$ cat src/rtl/axi4_reg_slice_pkg.sv
// Shared types and payload-width helpers for the AXI4 register slice.
package axi4_reg_slice_pkg;

  typedef enum int {
    MODE_BYPASS = 0,
    MODE_FWD    = 1,
    MODE_FULL   = 2
  } mode_e;

  typedef enum logic [1:0] {
    ST_EMPTY = 2'd0,
    ST_ONE   = 2'd1,
    ST_TWO   = 2'd2
  } fill_e;

  // len(8)+size(3)+burst(2)+lock(1)+cache(4)+prot(3)+qos(4)+region(4)
  localparam int AX_FIXED_W = 29;

  function automatic int ax_width(input int addr_w, input int id_w);
    return id_w + addr_w + AX_FIXED_W;
  endfunction

  function automatic int w_width(input int data_w);
    return data_w + data_w / 8 + 1;
  endfunction

  function automatic int b_width(input int id_w);
    return id_w + 2;
  endfunction

  function automatic int r_width(input int data_w, input int id_w);
    return id_w + data_w + 3;
  endfunction

endpackage

$ cat src/rtl/axi4_ace_if.sv
// AXI4 bus bundle with master/slave modports.
interface axi4_ace_if #(
  parameter int AXI4_ADDRESS_WIDTH = 32,
  parameter int AXI4_DATA_WIDTH    = 128,
  parameter int AXI4_ID_WIDTH      = 4
);
  logic [AXI4_ID_WIDTH-1:0]      awid;
  logic [AXI4_ADDRESS_WIDTH-1:0] awaddr;
  logic [7:0]                    awlen;
  logic [2:0]                    awsize;
  logic [1:0]                    awburst;
  logic                          awlock;
  logic [3:0]                    awcache;
  logic [2:0]                    awprot;
  logic [3:0]                    awqos;
  logic [3:0]                    awregion;
  logic                          awvalid;
  logic                          awready;

  logic [AXI4_DATA_WIDTH-1:0]    wdata;
  logic [AXI4_DATA_WIDTH/8-1:0]  wstrb;
  logic                          wlast;
  logic                          wvalid;
  logic                          wready;

  logic [AXI4_ID_WIDTH-1:0]      bid;
  logic [1:0]                    bresp;
  logic                          bvalid;
  logic                          bready;

  logic [AXI4_ID_WIDTH-1:0]      arid;
  logic [AXI4_ADDRESS_WIDTH-1:0] araddr;
  logic [7:0]                    arlen;
  logic [2:0]                    arsize;
  logic [1:0]                    arburst;
  logic                          arlock;
  logic [3:0]                    arcache;
  logic [2:0]                    arprot;
  logic [3:0]                    arqos;
  logic [3:0]                    arregion;
  logic                          arvalid;
  logic                          arready;

  logic [AXI4_ID_WIDTH-1:0]      rid;
  logic [AXI4_DATA_WIDTH-1:0]    rdata;
  logic [1:0]                    rresp;
  logic                          rlast;
  logic                          rvalid;
  logic                          rready;

  modport master (
    output awid, awaddr, awlen, awsize, awburst, awlock, awcache, awprot, awqos, awregion, awvalid,
    input  awready,
    output wdata, wstrb, wlast, wvalid,
    input  wready,
    input  bid, bresp, bvalid,
    output bready,
    output arid, araddr, arlen, arsize, arburst, arlock, arcache, arprot, arqos, arregion, arvalid,
    input  arready,
    input  rid, rdata, rresp, rlast, rvalid,
    output rready
  );

  modport slave (
    input  awid, awaddr, awlen, awsize, awburst, awlock, awcache, awprot, awqos, awregion, awvalid,
    output awready,
    input  wdata, wstrb, wlast, wvalid,
    output wready,
    output bid, bresp, bvalid,
    input  bready,
    input  arid, araddr, arlen, arsize, arburst, arlock, arcache, arprot, arqos, arregion, arvalid,
    output arready,
    output rid, rdata, rresp, rlast, rvalid,
    input  rready
  );
endinterface

$ cat src/rtl/axi4_reg_slice_chan.sv
// One valid/ready pipeline stage: MODE 0 bypass (0 cycles), 1 forward (1 cycle), 2 full skid (1 cycle).
// Backpressure: bypass passes ready through, forward ready = !dst_vld || dst_rdy, full ready is a flop.
module axi4_reg_slice_chan
  import axi4_reg_slice_pkg::*;
#(
  parameter int WIDTH = 8,
  parameter int MODE  = 2
) (
  input  logic             clk,
  input  logic             rstn,
  input  logic             src_vld,
  output logic             src_rdy,
  input  logic [WIDTH-1:0] src_dat,
  output logic             dst_vld,
  input  logic             dst_rdy,
  output logic [WIDTH-1:0] dst_dat,
  output logic             proto_err
);

  generate
    if (MODE == int'(MODE_BYPASS)) begin : g_bypass
      logic unused_clk;
      assign unused_clk = clk ^ rstn;
      assign dst_vld    = src_vld;
      assign dst_dat    = src_dat;
      assign src_rdy    = dst_rdy;
    end else if (MODE == int'(MODE_FWD)) begin : g_fwd
      logic             vld_q;
      logic [WIDTH-1:0] dat_q;

      assign src_rdy = !vld_q || dst_rdy;
      assign dst_vld = vld_q;
      assign dst_dat = dat_q;

      always_ff @(posedge clk or negedge rstn) begin
        if (!rstn) begin
          vld_q <= 1'b0;
          dat_q <= '0;
        end else if (src_rdy) begin
          vld_q <= src_vld;
          if (src_vld) dat_q <= src_dat;
        end
      end
    end else if (MODE == int'(MODE_FULL)) begin : g_full
      fill_e            state_q, state_d;
      logic             rdy_q;
      logic [WIDTH-1:0] main_q, skid_q;
      logic             acc, take;

      assign acc  = src_vld && rdy_q;
      assign take = dst_vld && dst_rdy;

      // Ready is registered from the next state so neither side sees a combinational path.
      always_ff @(posedge clk or negedge rstn) begin
        if (!rstn) begin
          state_q <= ST_EMPTY;
          rdy_q   <= 1'b1;
        end else begin
          state_q <= state_d;
          rdy_q   <= (state_d != ST_TWO);
        end
      end

      always_comb begin
        state_d = state_q;
        case (state_q)
          ST_EMPTY: if (acc) state_d = ST_ONE;
          ST_ONE: begin
            if (acc && !take)      state_d = ST_TWO;
            else if (!acc && take) state_d = ST_EMPTY;
          end
          ST_TWO:   if (take) state_d = ST_ONE;
          default:  state_d = ST_EMPTY;
        endcase
      end

      always_comb begin
        dst_vld = (state_q != ST_EMPTY);
        src_rdy = rdy_q;
      end

      always_ff @(posedge clk or negedge rstn) begin
        if (!rstn) begin
          main_q <= '0;
          skid_q <= '0;
        end else if (state_q == ST_TWO) begin
          if (take) main_q <= skid_q;
        end else if (acc) begin
          if (state_q == ST_EMPTY || take) main_q <= src_dat;
          else                             skid_q <= src_dat;
        end
      end

      assign dst_dat = main_q;
    end else begin : g_bad
      $fatal(1, "axi4_reg_slice_chan: unsupported MODE %0d", MODE);
    end
  endgenerate

`ifdef AXI4_REG_SLICE_CHECK_EN
  logic             prev_vld_q, prev_rdy_q, err_q, viol;
  logic [WIDTH-1:0] prev_dat_q;

  // A beat offered but not taken must stay valid and stable.
  assign viol = prev_vld_q && !prev_rdy_q && (!src_vld || (src_dat != prev_dat_q));

  always_ff @(posedge clk or negedge rstn) begin
    if (!rstn) begin
      prev_vld_q <= 1'b0;
      prev_rdy_q <= 1'b0;
      prev_dat_q <= '0;
      err_q      <= 1'b0;
    end else begin
      prev_vld_q <= src_vld;
      prev_rdy_q <= src_rdy;
      prev_dat_q <= src_dat;
      if (viol) err_q <= 1'b1;
    end
  end

  always @(posedge clk) begin
    if (rstn && viol && !err_q) $error("axi4_reg_slice_chan: src handshake violation");
  end

  assign proto_err = err_q;
`else
  assign proto_err = 1'b0;
`endif

endmodule

$ cat src/rtl/axi4_reg_slice.sv
// AXI4 register slice: one independent stage per channel (AW/W/AR s->m, B/R m->s); packs payloads only.
// Optional upstream handshake checker enabled by macro AXI4_REG_SLICE_CHECK_EN.
module axi4_reg_slice
  import axi4_reg_slice_pkg::*;
#(
  parameter int AXI4_ADDRESS_WIDTH = 32,
  parameter int AXI4_DATA_WIDTH    = 128,
  parameter int AXI4_ID_WIDTH      = 4,
  parameter int AW_MODE            = 2,
  parameter int W_MODE             = 2,
  parameter int B_MODE             = 2,
  parameter int AR_MODE            = 2,
  parameter int R_MODE             = 2
) (
  input  logic       clk,
  input  logic       rstn,
  axi4_ace_if.slave  s,
  axi4_ace_if.master m,
  output logic       proto_err
);

  localparam int AXW = ax_width(AXI4_ADDRESS_WIDTH, AXI4_ID_WIDTH);
  localparam int WW  = w_width(AXI4_DATA_WIDTH);
  localparam int BW  = b_width(AXI4_ID_WIDTH);
  localparam int RW  = r_width(AXI4_DATA_WIDTH, AXI4_ID_WIDTH);

  logic [AXW-1:0] aw_src, aw_dst, ar_src, ar_dst;
  logic [WW-1:0]  w_src, w_dst;
  logic [BW-1:0]  b_src, b_dst;
  logic [RW-1:0]  r_src, r_dst;
  logic [4:0]     chan_err;

  assign aw_src = {s.awid, s.awaddr, s.awlen, s.awsize, s.awburst, s.awlock,
                   s.awcache, s.awprot, s.awqos, s.awregion};
  assign {m.awid, m.awaddr, m.awlen, m.awsize, m.awburst, m.awlock,
          m.awcache, m.awprot, m.awqos, m.awregion} = aw_dst;

  assign w_src = {s.wdata, s.wstrb, s.wlast};
  assign {m.wdata, m.wstrb, m.wlast} = w_dst;

  assign b_src = {m.bid, m.bresp};
  assign {s.bid, s.bresp} = b_dst;

  assign ar_src = {s.arid, s.araddr, s.arlen, s.arsize, s.arburst, s.arlock,
                   s.arcache, s.arprot, s.arqos, s.arregion};
  assign {m.arid, m.araddr, m.arlen, m.arsize, m.arburst, m.arlock,
          m.arcache, m.arprot, m.arqos, m.arregion} = ar_dst;

  assign r_src = {m.rid, m.rdata, m.rresp, m.rlast};
  assign {s.rid, s.rdata, s.rresp, s.rlast} = r_dst;

  axi4_reg_slice_chan #(.WIDTH(AXW), .MODE(AW_MODE)) u_aw (
    .clk(clk), .rstn(rstn),
    .src_vld(s.awvalid), .src_rdy(s.awready), .src_dat(aw_src),
    .dst_vld(m.awvalid), .dst_rdy(m.awready), .dst_dat(aw_dst),
    .proto_err(chan_err[0])
  );

  axi4_reg_slice_chan #(.WIDTH(WW), .MODE(W_MODE)) u_w (
    .clk(clk), .rstn(rstn),
    .src_vld(s.wvalid), .src_rdy(s.wready), .src_dat(w_src),
    .dst_vld(m.wvalid), .dst_rdy(m.wready), .dst_dat(w_dst),
    .proto_err(chan_err[1])
  );

  axi4_reg_slice_chan #(.WIDTH(BW), .MODE(B_MODE)) u_b (
    .clk(clk), .rstn(rstn),
    .src_vld(m.bvalid), .src_rdy(m.bready), .src_dat(b_src),
    .dst_vld(s.bvalid), .dst_rdy(s.bready), .dst_dat(b_dst),
    .proto_err(chan_err[2])
  );

  axi4_reg_slice_chan #(.WIDTH(AXW), .MODE(AR_MODE)) u_ar (
    .clk(clk), .rstn(rstn),
    .src_vld(s.arvalid), .src_rdy(s.arready), .src_dat(ar_src),
    .dst_vld(m.arvalid), .dst_rdy(m.arready), .dst_dat(ar_dst),
    .proto_err(chan_err[3])
  );

  axi4_reg_slice_chan #(.WIDTH(RW), .MODE(R_MODE)) u_r (
    .clk(clk), .rstn(rstn),
    .src_vld(m.rvalid), .src_rdy(m.rready), .src_dat(r_src),
    .dst_vld(s.rvalid), .dst_rdy(s.rready), .dst_dat(r_dst),
    .proto_err(chan_err[4])
  );

  assign proto_err = |chan_err;

endmodule

$ cat src/flat_wrapper.sv
// flat-port wrapper written by rule: the top's interface ports become plain ports
module axi4_reg_slice_flat import axi4_reg_slice_pkg::*;
#(
  parameter int AXI4_ADDRESS_WIDTH = 32,
  parameter int AXI4_DATA_WIDTH    = 128,
  parameter int AXI4_ID_WIDTH      = 4,
  parameter int AW_MODE            = 2,
  parameter int W_MODE             = 2,
  parameter int B_MODE             = 2,
  parameter int AR_MODE            = 2,
  parameter int R_MODE             = 2
)
  (clk, rstn, proto_err, s_awid, s_awaddr, s_awlen, s_awsize, s_awburst, s_awlock, s_awcache, s_awprot, s_awqos, s_awregion, s_awvalid, s_awready, s_wdata, s_wstrb, s_wlast, s_wvalid, s_wready, s_bid, s_bresp, s_bvalid, s_bready, s_arid, s_araddr, s_arlen, s_arsize, s_arburst, s_arlock, s_arcache, s_arprot, s_arqos, s_arregion, s_arvalid, s_arready, s_rid, s_rdata, s_rresp, s_rlast, s_rvalid, s_rready, m_awid, m_awaddr, m_awlen, m_awsize, m_awburst, m_awlock, m_awcache, m_awprot, m_awqos, m_awregion, m_awvalid, m_awready, m_wdata, m_wstrb, m_wlast, m_wvalid, m_wready, m_bid, m_bresp, m_bvalid, m_bready, m_arid, m_araddr, m_arlen, m_arsize, m_arburst, m_arlock, m_arcache, m_arprot, m_arqos, m_arregion, m_arvalid, m_arready, m_rid, m_rdata, m_rresp, m_rlast, m_rvalid, m_rready);
  axi4_ace_if #(.AXI4_ADDRESS_WIDTH(AXI4_ADDRESS_WIDTH), .AXI4_DATA_WIDTH(AXI4_DATA_WIDTH), .AXI4_ID_WIDTH(AXI4_ID_WIDTH)) s_i ();
  axi4_ace_if #(.AXI4_ADDRESS_WIDTH(AXI4_ADDRESS_WIDTH), .AXI4_DATA_WIDTH(AXI4_DATA_WIDTH), .AXI4_ID_WIDTH(AXI4_ID_WIDTH)) m_i ();
  input  logic clk;
  input  logic rstn;
  output logic proto_err;
  input wire logic [$bits(s_i.awid)-1:0] s_awid;
  input wire logic [$bits(s_i.awaddr)-1:0] s_awaddr;
  input wire logic [$bits(s_i.awlen)-1:0] s_awlen;
  input wire logic [$bits(s_i.awsize)-1:0] s_awsize;
  input wire logic [$bits(s_i.awburst)-1:0] s_awburst;
  input wire logic [$bits(s_i.awlock)-1:0] s_awlock;
  input wire logic [$bits(s_i.awcache)-1:0] s_awcache;
  input wire logic [$bits(s_i.awprot)-1:0] s_awprot;
  input wire logic [$bits(s_i.awqos)-1:0] s_awqos;
  input wire logic [$bits(s_i.awregion)-1:0] s_awregion;
  input wire logic [$bits(s_i.awvalid)-1:0] s_awvalid;
  output wire logic [$bits(s_i.awready)-1:0] s_awready;
  input wire logic [$bits(s_i.wdata)-1:0] s_wdata;
  input wire logic [$bits(s_i.wstrb)-1:0] s_wstrb;
  input wire logic [$bits(s_i.wlast)-1:0] s_wlast;
  input wire logic [$bits(s_i.wvalid)-1:0] s_wvalid;
  output wire logic [$bits(s_i.wready)-1:0] s_wready;
  output wire logic [$bits(s_i.bid)-1:0] s_bid;
  output wire logic [$bits(s_i.bresp)-1:0] s_bresp;
  output wire logic [$bits(s_i.bvalid)-1:0] s_bvalid;
  input wire logic [$bits(s_i.bready)-1:0] s_bready;
  input wire logic [$bits(s_i.arid)-1:0] s_arid;
  input wire logic [$bits(s_i.araddr)-1:0] s_araddr;
  input wire logic [$bits(s_i.arlen)-1:0] s_arlen;
  input wire logic [$bits(s_i.arsize)-1:0] s_arsize;
  input wire logic [$bits(s_i.arburst)-1:0] s_arburst;
  input wire logic [$bits(s_i.arlock)-1:0] s_arlock;
  input wire logic [$bits(s_i.arcache)-1:0] s_arcache;
  input wire logic [$bits(s_i.arprot)-1:0] s_arprot;
  input wire logic [$bits(s_i.arqos)-1:0] s_arqos;
  input wire logic [$bits(s_i.arregion)-1:0] s_arregion;
  input wire logic [$bits(s_i.arvalid)-1:0] s_arvalid;
  output wire logic [$bits(s_i.arready)-1:0] s_arready;
  output wire logic [$bits(s_i.rid)-1:0] s_rid;
  output wire logic [$bits(s_i.rdata)-1:0] s_rdata;
  output wire logic [$bits(s_i.rresp)-1:0] s_rresp;
  output wire logic [$bits(s_i.rlast)-1:0] s_rlast;
  output wire logic [$bits(s_i.rvalid)-1:0] s_rvalid;
  input wire logic [$bits(s_i.rready)-1:0] s_rready;
  output wire logic [$bits(m_i.awid)-1:0] m_awid;
  output wire logic [$bits(m_i.awaddr)-1:0] m_awaddr;
  output wire logic [$bits(m_i.awlen)-1:0] m_awlen;
  output wire logic [$bits(m_i.awsize)-1:0] m_awsize;
  output wire logic [$bits(m_i.awburst)-1:0] m_awburst;
  output wire logic [$bits(m_i.awlock)-1:0] m_awlock;
  output wire logic [$bits(m_i.awcache)-1:0] m_awcache;
  output wire logic [$bits(m_i.awprot)-1:0] m_awprot;
  output wire logic [$bits(m_i.awqos)-1:0] m_awqos;
  output wire logic [$bits(m_i.awregion)-1:0] m_awregion;
  output wire logic [$bits(m_i.awvalid)-1:0] m_awvalid;
  input wire logic [$bits(m_i.awready)-1:0] m_awready;
  output wire logic [$bits(m_i.wdata)-1:0] m_wdata;
  output wire logic [$bits(m_i.wstrb)-1:0] m_wstrb;
  output wire logic [$bits(m_i.wlast)-1:0] m_wlast;
  output wire logic [$bits(m_i.wvalid)-1:0] m_wvalid;
  input wire logic [$bits(m_i.wready)-1:0] m_wready;
  input wire logic [$bits(m_i.bid)-1:0] m_bid;
  input wire logic [$bits(m_i.bresp)-1:0] m_bresp;
  input wire logic [$bits(m_i.bvalid)-1:0] m_bvalid;
  output wire logic [$bits(m_i.bready)-1:0] m_bready;
  output wire logic [$bits(m_i.arid)-1:0] m_arid;
  output wire logic [$bits(m_i.araddr)-1:0] m_araddr;
  output wire logic [$bits(m_i.arlen)-1:0] m_arlen;
  output wire logic [$bits(m_i.arsize)-1:0] m_arsize;
  output wire logic [$bits(m_i.arburst)-1:0] m_arburst;
  output wire logic [$bits(m_i.arlock)-1:0] m_arlock;
  output wire logic [$bits(m_i.arcache)-1:0] m_arcache;
  output wire logic [$bits(m_i.arprot)-1:0] m_arprot;
  output wire logic [$bits(m_i.arqos)-1:0] m_arqos;
  output wire logic [$bits(m_i.arregion)-1:0] m_arregion;
  output wire logic [$bits(m_i.arvalid)-1:0] m_arvalid;
  input wire logic [$bits(m_i.arready)-1:0] m_arready;
  input wire logic [$bits(m_i.rid)-1:0] m_rid;
  input wire logic [$bits(m_i.rdata)-1:0] m_rdata;
  input wire logic [$bits(m_i.rresp)-1:0] m_rresp;
  input wire logic [$bits(m_i.rlast)-1:0] m_rlast;
  input wire logic [$bits(m_i.rvalid)-1:0] m_rvalid;
  output wire logic [$bits(m_i.rready)-1:0] m_rready;
  assign s_i.awid = s_awid;
  assign s_i.awaddr = s_awaddr;
  assign s_i.awlen = s_awlen;
  assign s_i.awsize = s_awsize;
  assign s_i.awburst = s_awburst;
  assign s_i.awlock = s_awlock;
  assign s_i.awcache = s_awcache;
  assign s_i.awprot = s_awprot;
  assign s_i.awqos = s_awqos;
  assign s_i.awregion = s_awregion;
  assign s_i.awvalid = s_awvalid;
  assign s_awready = s_i.awready;
  assign s_i.wdata = s_wdata;
  assign s_i.wstrb = s_wstrb;
  assign s_i.wlast = s_wlast;
  assign s_i.wvalid = s_wvalid;
  assign s_wready = s_i.wready;
  assign s_bid = s_i.bid;
  assign s_bresp = s_i.bresp;
  assign s_bvalid = s_i.bvalid;
  assign s_i.bready = s_bready;
  assign s_i.arid = s_arid;
  assign s_i.araddr = s_araddr;
  assign s_i.arlen = s_arlen;
  assign s_i.arsize = s_arsize;
  assign s_i.arburst = s_arburst;
  assign s_i.arlock = s_arlock;
  assign s_i.arcache = s_arcache;
  assign s_i.arprot = s_arprot;
  assign s_i.arqos = s_arqos;
  assign s_i.arregion = s_arregion;
  assign s_i.arvalid = s_arvalid;
  assign s_arready = s_i.arready;
  assign s_rid = s_i.rid;
  assign s_rdata = s_i.rdata;
  assign s_rresp = s_i.rresp;
  assign s_rlast = s_i.rlast;
  assign s_rvalid = s_i.rvalid;
  assign s_i.rready = s_rready;
  assign m_awid = m_i.awid;
  assign m_awaddr = m_i.awaddr;
  assign m_awlen = m_i.awlen;
  assign m_awsize = m_i.awsize;
  assign m_awburst = m_i.awburst;
  assign m_awlock = m_i.awlock;
  assign m_awcache = m_i.awcache;
  assign m_awprot = m_i.awprot;
  assign m_awqos = m_i.awqos;
  assign m_awregion = m_i.awregion;
  assign m_awvalid = m_i.awvalid;
  assign m_i.awready = m_awready;
  assign m_wdata = m_i.wdata;
  assign m_wstrb = m_i.wstrb;
  assign m_wlast = m_i.wlast;
  assign m_wvalid = m_i.wvalid;
  assign m_i.wready = m_wready;
  assign m_i.bid = m_bid;
  assign m_i.bresp = m_bresp;
  assign m_i.bvalid = m_bvalid;
  assign m_bready = m_i.bready;
  assign m_arid = m_i.arid;
  assign m_araddr = m_i.araddr;
  assign m_arlen = m_i.arlen;
  assign m_arsize = m_i.arsize;
  assign m_arburst = m_i.arburst;
  assign m_arlock = m_i.arlock;
  assign m_arcache = m_i.arcache;
  assign m_arprot = m_i.arprot;
  assign m_arqos = m_i.arqos;
  assign m_arregion = m_i.arregion;
  assign m_arvalid = m_i.arvalid;
  assign m_i.arready = m_arready;
  assign m_i.rid = m_rid;
  assign m_i.rdata = m_rdata;
  assign m_i.rresp = m_rresp;
  assign m_i.rlast = m_rlast;
  assign m_i.rvalid = m_rvalid;
  assign m_rready = m_i.rready;
  axi4_reg_slice #(.AXI4_ADDRESS_WIDTH(AXI4_ADDRESS_WIDTH), .AXI4_DATA_WIDTH(AXI4_DATA_WIDTH), .AXI4_ID_WIDTH(AXI4_ID_WIDTH), .AW_MODE(AW_MODE), .W_MODE(W_MODE), .B_MODE(B_MODE), .AR_MODE(AR_MODE), .R_MODE(R_MODE)) u_core (.clk(clk), .rstn(rstn), .s(s_i), .m(m_i), .proto_err(proto_err));
endmodule
$ cat config.mk
export PLATFORM = sky130hd
export DESIGN_NAME = axi4_reg_slice_flat
export DESIGN_NICKNAME = d
export VERILOG_FILES = /design/src/rtl/axi4_reg_slice_pkg.sv /design/src/rtl/axi4_ace_if.sv /design/src/rtl/axi4_reg_slice_chan.sv /design/src/rtl/axi4_reg_slice.sv /design/src/flat_wrapper.sv
export SDC_FILE = /design/constraint.sdc
export NUM_CORES = 1
export LEC_CHECK = 0
export ABC_AREA = 1
export BUFFER_PORTS_ARGS = -buffer_cell sky130_fd_sc_hd__buf_2
export CAP_MARGIN = 10
export CORE_AREA = 3 3 334 336
export DETAILED_ROUTE_END_ITERATION = 8
export DIE_AREA = 0 0 337 339
export GPL_TIMING_DRIVEN = 1
export PLACE_DENSITY_LB_ADDON = 0.1
export SLEW_MARGIN = 20
export SYNTH_ARGS = -nofsm -noshare
export SYNTH_HDL_FRONTEND = slang
export SYNTH_SLANG_ARGS = --single-unit
$ cat constraint.sdc
create_clock -name clk -period 1.9 [get_ports clk]
set_clock_uncertainty 0.2 [all_clocks]
set_input_delay 0.19 -clock clk [delete_from_list [all_inputs] [get_ports clk]]
set_output_delay 0.19 -clock clk [all_outputs]
set_load 0.05 [all_outputs]
==> flow_metrics.py, run 1 <==
metrics = {
    "outcome": {
        "status": "completed",
    },
    "worst_setup_path": {
        "worstRegToRegCells": 7,
        "crit_fanout": 2,
        "cp-start-kind": "register",
        "crit_arrival_ns": 1.50,
        "crit_path_end_kind": "output pin",
        "path_class": "register to output pin",
        "required_ns": 1.51,
    },
    "global_routing": {
        "grt_overflow": 0,
        "met2_usage": 0.395,
        "antenna_found_initial": 26,
        "use_met3": 0.0525,
        "grt_max_degree": 95,
        "grt_most_used_layer": "met2",
        "grt_pass1_wl_mm": 220,
        "use_met1": 0.317,
        "grt_pass1_vias": 35776,
        "track_usage": 0.244,
    },
    "die": {
        "row_count": 121,
        "die_width_um": 337,
        "ioPinCount": 855,
        "core_um2": 109000,
        "fp.dieH_um": 339,
        "initial_utilization": 0.357,
        "die_area_um2": 114000,
    },
    "route": {
        "drc": 0,
        "drt_iter0_drc": 2631,
        "postRouteAntennaNets": 0,
        "vias": 37090,
        "vias_per_cell": 4.78,
        "wirelength_mm": 143,
        "wire_per_inst_um": 18.4,
        "drtPass1Iterations": 7,
    },
    "synth": {
        "synth_seq_cells": 847,
        "netlist_top_cells_area": "dfrtp_1 54%, nand2_1 20%, nand3_1 11%",
        "synth_edf_count": 0,
        "synth.top_cell.area_share": 0.542,
        "ys_warn_count": 0,
        "netlist_area_um2": 38900,
        "ys_top_cells_by_count": "2121 x nand2_1, 842 x dfrtp_1, 835 x nand3_1",
        "yosysSeqAreaShare": 0.545,
        "yosys_most_used_dff": "dfrtp_1",
        "avgSynthCellArea_um2": 7.70,
        "synth.most_common_cell": "nand2_1",
        "synth_largest_area_cell": "dfrtp_1",
        "synth_cells": 5049,
        "syn_nets": 5477,
        "synth-async-reset-ratio": 1.00,
        "synth_cell_types": 19,
    },
    "clocking": {
        "cts_sinks": 847,
        "clock_latency_ns": 0.68,
        "cts_tree": "done",
        "clkTransAtPathRegs_ns": 0.06,
        "max-clock-path-buffers": 3,
        "cts_buffers": 99,
        "htree_levels": 3,
        "root_buffer": "clkbuf_16",
    },
    "finish": {
        "finish.net_count": 6667,
        "fillers": 10730,
        "drive_gt1_frac": 0.191,
        "layout-area-overhead-vs-synth_pct": 37.5,
        "seq_area_um2": 21200,
        "fin_cells": 7755,
        "multi_input_area_um2": 14500,
    },
    "power": {
        "peakVddDrop_uv": 1140,
        "power.density_nw_per_um2": 1770,
        "leakagePower_nw": 29.9,
    },
    "job": {
        "max-cap-violations": 0,
    },
    "placed_design": {
        "dp_hpwl_mm": 95.6,
        "pre_cts_ws_ns": 0.194,
        "routabilityCongestion": 0.820,
        "post-place-cells": 7108,
        "port_buffers": 853,
    },
    "sta": {
        "drv_slew": 0,
        "setup_viol": 0,
        "min_period_over_period": 0.994,
        "finalCriticalPeriod_ns": 1.89,
        "grt_setup_unrepaired": "yes",
        "worst_slack_ns": 0.0114,
        "clock.fmax_ghz": 0.530,
        "tightest_slew_ns": 0.744,
        "relSlewSlack": 0.502,
        "tns_ns": 0,
        "finalHoldViolCount": 0,
    },
    "hold_path": {
        "hold_class": "primary input to async pin",
    },
}
registers in the layout (all words and copies together), names as in the netlist, 2 cells and up:
| name | flops |
|---|---|
| u_core.u_b.g_full.state_q | 2 |
| u_core.u_w.g_full.state_q | 2 |
| u_core.u_r.g_full.state_q | 2 |
| u_core.u_ar.g_full.skid_q | 65 |
| u_core.u_aw.g_full.skid_q | 65 |
| u_core.u_w.dst_dat | 145 |
| u_core.u_r.g_full.skid_q | 135 |
| u_core.u_w.g_full.skid_q | 145 |
| u_core.u_ar.dst_dat | 65 |
| u_core.u_b.dst_dat | 6 |
| u_core.u_ar.g_full.state_q | 2 |
| u_core.u_aw.dst_dat | 65 |
| u_core.u_aw.g_full.state_q | 2 |
| u_core.u_b.g_full.skid_q | 6 |
| u_core.u_r.dst_dat | 135 |
cells in the final DEF, fill, tap and decap left out, types with 6 or more instances in the layout:
master and instances:
nor2_1 13, dlygate4sd3_1 434, diode_2 27, nand2_1 2109, dfrtp_2 7, buf_4 88
dfrtp_1 832, clkbuf_16 101, clkbuf_1 28, nand3_1 835, nand2_4 13, inv_1 431
clkbuf_8 24, clkinv_2 11, o21ai_0 416, buf_12 87, buf_2 835, inv_2 6
worst paths after layout:
| path | from | endpoint | slack, ns |
|---|---|---|---|
| min reg2reg | u_core.u_r.dst_dat[65]$_DFFE_PN0P_ | u_core.u_r.dst_dat[65]$_DFFE_PN0P_ | 0.27 |
| min | rstn | u_core.u_r.g_full.skid_q[100]$_DFFE_PN0P_ | 0.09 |
| min in group clk | s_wdata[30] | u_core.u_w.g_full.skid_q[47]$_DFFE_PN0P_ | 0.10 |
| max in group asynchronous | rstn | u_core.u_aw.dst_dat[32]$_DFFE_PN0P_ | 0.12 |
| max reg2reg | u_core.u_w.g_full.state_q[1]$_DFF_PN0_ | u_core.u_w.dst_dat[84]$_DFFE_PN0P_ | 0.08 |
| max | u_core.u_aw.g_full.state_q[1]$_DFF_PN0_ | m_awvalid | 0.01 |
layer usage:
layer | vias up | part of all wire
met1 | 17446 | 0.42
met4 | 2 | 0.044
met5 | - | 0.000091
met2 | 1166 | 0.47
met3 | 266 | 0.066
li1 | 18210 | -
per-stage QoR:
| step | total power [W] | util | hold WS (ns) | instance area [um^2] |
|---|---|---|---|---|
| floorplan | 0.0602 | - | -0.306 | 38900 |
| global placement | 0.0741 | 0.419 | -0.120 | 45600 |
| detailed placement | 0.0745 | 0.419 | -0.124 | 45600 |
| CTS | 0.0953 | 0.490 | 0.0490 | 53400 |
| global route | 0.100 | 0.491 | 0.0824 | 53400 |
| finish | 0.0946 | 0.491 | 0.0935 | 53500 |
repair_timing:
action	CTS	global route
hold endpoints to repair	1694	0
setup buffers	7	2
pin swaps	3	2
gates resized for setup	40	7
setup endpoints to repair	16	75
hold buffers	435	0
power breakdown:
part / total, W / switching (W) / internal, W / leakage [nW]
Combinational: 0.0433 / 0.0321 / 0.0112 / 17.8
Clock: 0.0193 / 0.00793 / 0.0114 / 1.60
Sequential: 0.0320 / 0.00543 / 0.0266 / 10.5
area by class of cell:
| cell class | instances | area share |
|---|---|---|
| Multi-Input combinational cell | 3402 | 0.271 |
| Inverter | 439 | 0.0309 |
| Timing Repair Buffer | 1450 | 0.206 |
| Clock buffer | 153 | 0.0554 |
| Clock inverter | 23 | 0.00536 |
| Antenna cell | 27 | 0.00126 |
| Tap cell | 1414 | 0.0331 |
| Sequential cell | 847 | 0.397 |
critical path, stage by stage, from the launching register on:
cell	delay [ns]
dfrtp_4	0.49
nor2_4	0.13
inv_2	0.06
buf_12	0.14
cell families (layout without fill, tap and decap cells):
logic type,after synthesis,in the layout,share of synthesized area
AOI/OAI and AO/OA,418,418,0.0538
and+or+nand+nor,2983,2983,0.316
DFF,847,847,0.545
buffers and inverters,800,2065,0.0850
other,1,28,0.0000964
No activity file was read; power rests on OpenSTA's default activity.
==> run 2, diff against run 1 <==
--- a/config.mk
+++ b/config.mk
@@ -14,3 +14,3 @@
 export GPL_TIMING_DRIVEN = 1
-export PLACE_DENSITY_LB_ADDON = 0.1
+export PLACE_DENSITY_LB_ADDON = 0.05
 export SLEW_MARGIN = 20
--- a/constraint.sdc
+++ b/constraint.sdc
@@ -4,2 +4,2 @@
 set_output_delay 0.19 -clock clk [all_outputs]
-set_load 0.05 [all_outputs]
+set_load 0.01 [all_outputs]
==> flow_metrics.py, run 2 (synthesis results as in run 1) <==
metrics = {
    "sta": {
        "finalCriticalPeriod_ns": 1.85,
        "relSlewSlack": 0.586,
        "setup_viol": 0,
        "finalHoldViolCount": 0,
        "min_period_over_period": 0.973,
        "tightest_slew_ns": 0.621,
        "clock.fmax_ghz": 0.541,
        "grt_setup_unrepaired": "yes",
        "drv_slew": 0,
    },
    "route": {
        "vias": 36761,
        "met2_length_mm": 66.4,
        "drtPass1Iterations": 5,
        "postRouteAntennaNets": 0,
        "vias_per_cell": 4.74,
        "wirelength_mm": 144,
        "drc": 0,
        "highest_layer": "met5",
        "drt_iter0_drc": 2400,
        "wire_per_inst_um": 18.6,
        "wl_met3_mm": 10.5,
        "wl_met1_mm": 60.8,
    },
    "placed_design": {
        "port_buffers": 853,
        "post-place-cells": 7097,
        "place_area_um2": 45500,
        "routabilityCongestion": 0.814,
        "dp_hpwl_mm": 96.4,
    },
    "global_routing": {
        "antenna_found_initial": 44,
        "grt_max_degree": 123,
        "grt_pass1_vias": 36141,
        "track_usage": 0.248,
        "grt_overflow": 0,
        "grt_pass1_wl_mm": 222,
    },
    "job": {
        "max-cap-violations": 0,
    },
    "die": {
        "initial_utilization": 0.357,
        "row_count": 121,
        "die_area_um2": 114000,
        "core_um2": 109000,
        "fp.dieH_um": 339,
        "ioPinCount": 855,
        "die_width_um": 337,
    },
    "hold_path": {
        "hold_class": "primary input to register",
        "hold-path-cell-count": 4,
    },
    "worst_setup_path": {
        "path_class": "register to output pin",
        "crit_path_end_kind": "output pin",
        "required_ns": 1.51,
        "worstRegToRegCells": 7,
        "crit_fanout": 2,
        "crit_arrival_ns": 1.46,
        "cp-start-kind": "register",
    },
    "finish": {
        "seq_area_um2": 21200,
        "layout_common_cells": "2109 x nand2_1, 849 x buf_2, 835 x nand3_1, 835 x dfrtp_1, 433 x inv_1",
        "drive_gt1_frac": 0.191,
        "multi_input_area_um2": 14500,
        "fillers": 10819,
        "finish.net_count": 6652,
        "layout-area-overhead-vs-synth_pct": 37.2,
        "fin_util": 0.490,
        "stdcell_area_um2": 53300,
        "layout.cells.most_common": "nand2_1",
        "fin_cells": 7752,
    },
    "power": {
        "peakVddDrop_uv": 994,
        "power.density_nw_per_um2": 1520,
        "leakagePower_nw": 29.9,
    },
    "clocking": {
        "htree_levels": 3,
        "max-clock-path-buffers": 3,
        "cts_buffers": 100,
        "clock_latency_ns": 0.67,
        "cts_sinks": 847,
        "root_buffer": "clkbuf_16",
        "clkTransAtPathRegs_ns": 0.06,
        "cts_tree": "done",
    },
    "outcome": {
        "status": "completed",
    },
}
## run 2: stage by stage
stage	total power [W]	worst slack [ns]	hold slack, ns	setup TNS, ns
final	0.0813	0.0520	0.117	0
after floorplan	0.0471	0.297	-0.306	0
after global placement	0.0610	0.232	-0.119	0
after CTS	0.0823	-0.0132	0.0637	-0.0132
after detailed placement	0.0613	0.218	-0.121	0
after global routing	0.0873	-0.0339	0.0922	-0.0339
## run 2: area by class of cell
| cell class | count | share of cell area |
|---|---|---|
| tap | 1414 | 0.0332 |
| timing repair buffer | 1434 | 0.202 |
| inverter | 439 | 0.0310 |
| clock inverter | 19 | 0.00380 |
| multi-input combinational | 3402 | 0.272 |
| sequential | 847 | 0.398 |
| clock buffer | 160 | 0.0591 |
| antenna | 37 | 0.00174 |
## run 2: final timing paths
kind                                                             end                               startpoint  slack [ns]
setup / recovery                                           m_awvalid  u_core.u_aw.g_full.state_q[1]$_DFF_PN0_        0.05
hold / removal             u_core.u_ar.g_full.skid_q[39]$_DFFE_PN0P_                             s_araddr[10]        0.12
setup reg to reg                  u_core.u_w.dst_dat[19]$_DFFE_PN0P_   u_core.u_w.g_full.state_q[1]$_DFF_PN0_        0.13
hold reg to reg                  u_core.u_ar.dst_dat[42]$_DFFE_PN0P_      u_core.u_ar.dst_dat[42]$_DFFE_PN0P_        0.27
max in group asynchronous         u_core.u_r.dst_dat[59]$_DFFE_PN0P_                                     rstn        0.28
min in group asynchronous        u_core.u_aw.dst_dat[42]$_DFFE_PN0P_                                     rstn        0.32
## run 2: critical path, cell delays in order (launching register included)
cell and delay, ns:
dfrtp_4 0.48, nor2_4 0.11, inv_4 0.07, buf_6 0.12
## run 2: layer usage
layer	global-route usage	vias to the layer above
li1	-	18207
met1	0.316	17262
met2	0.398	1012
met3	0.0679	260
met4	0.0994	20
met5	0	-
## run 2: repair_timing
item                                    in CTS  in global routing
resized for setup                           14                  3
hold buffers                               429                  0
endpoints found under the hold margin     1694                  0
setup buffers                                6                  5
endpoints found under the setup margin       5                  6
pin swaps                                    2                  1
## run 2: power breakdown
group          total, W  switching (W)  internal [W]  leakage, nW
clock            0.0195        0.00784        0.0117         1.66
sequential       0.0319        0.00532        0.0266         10.5
combinational    0.0299         0.0188        0.0111         17.7
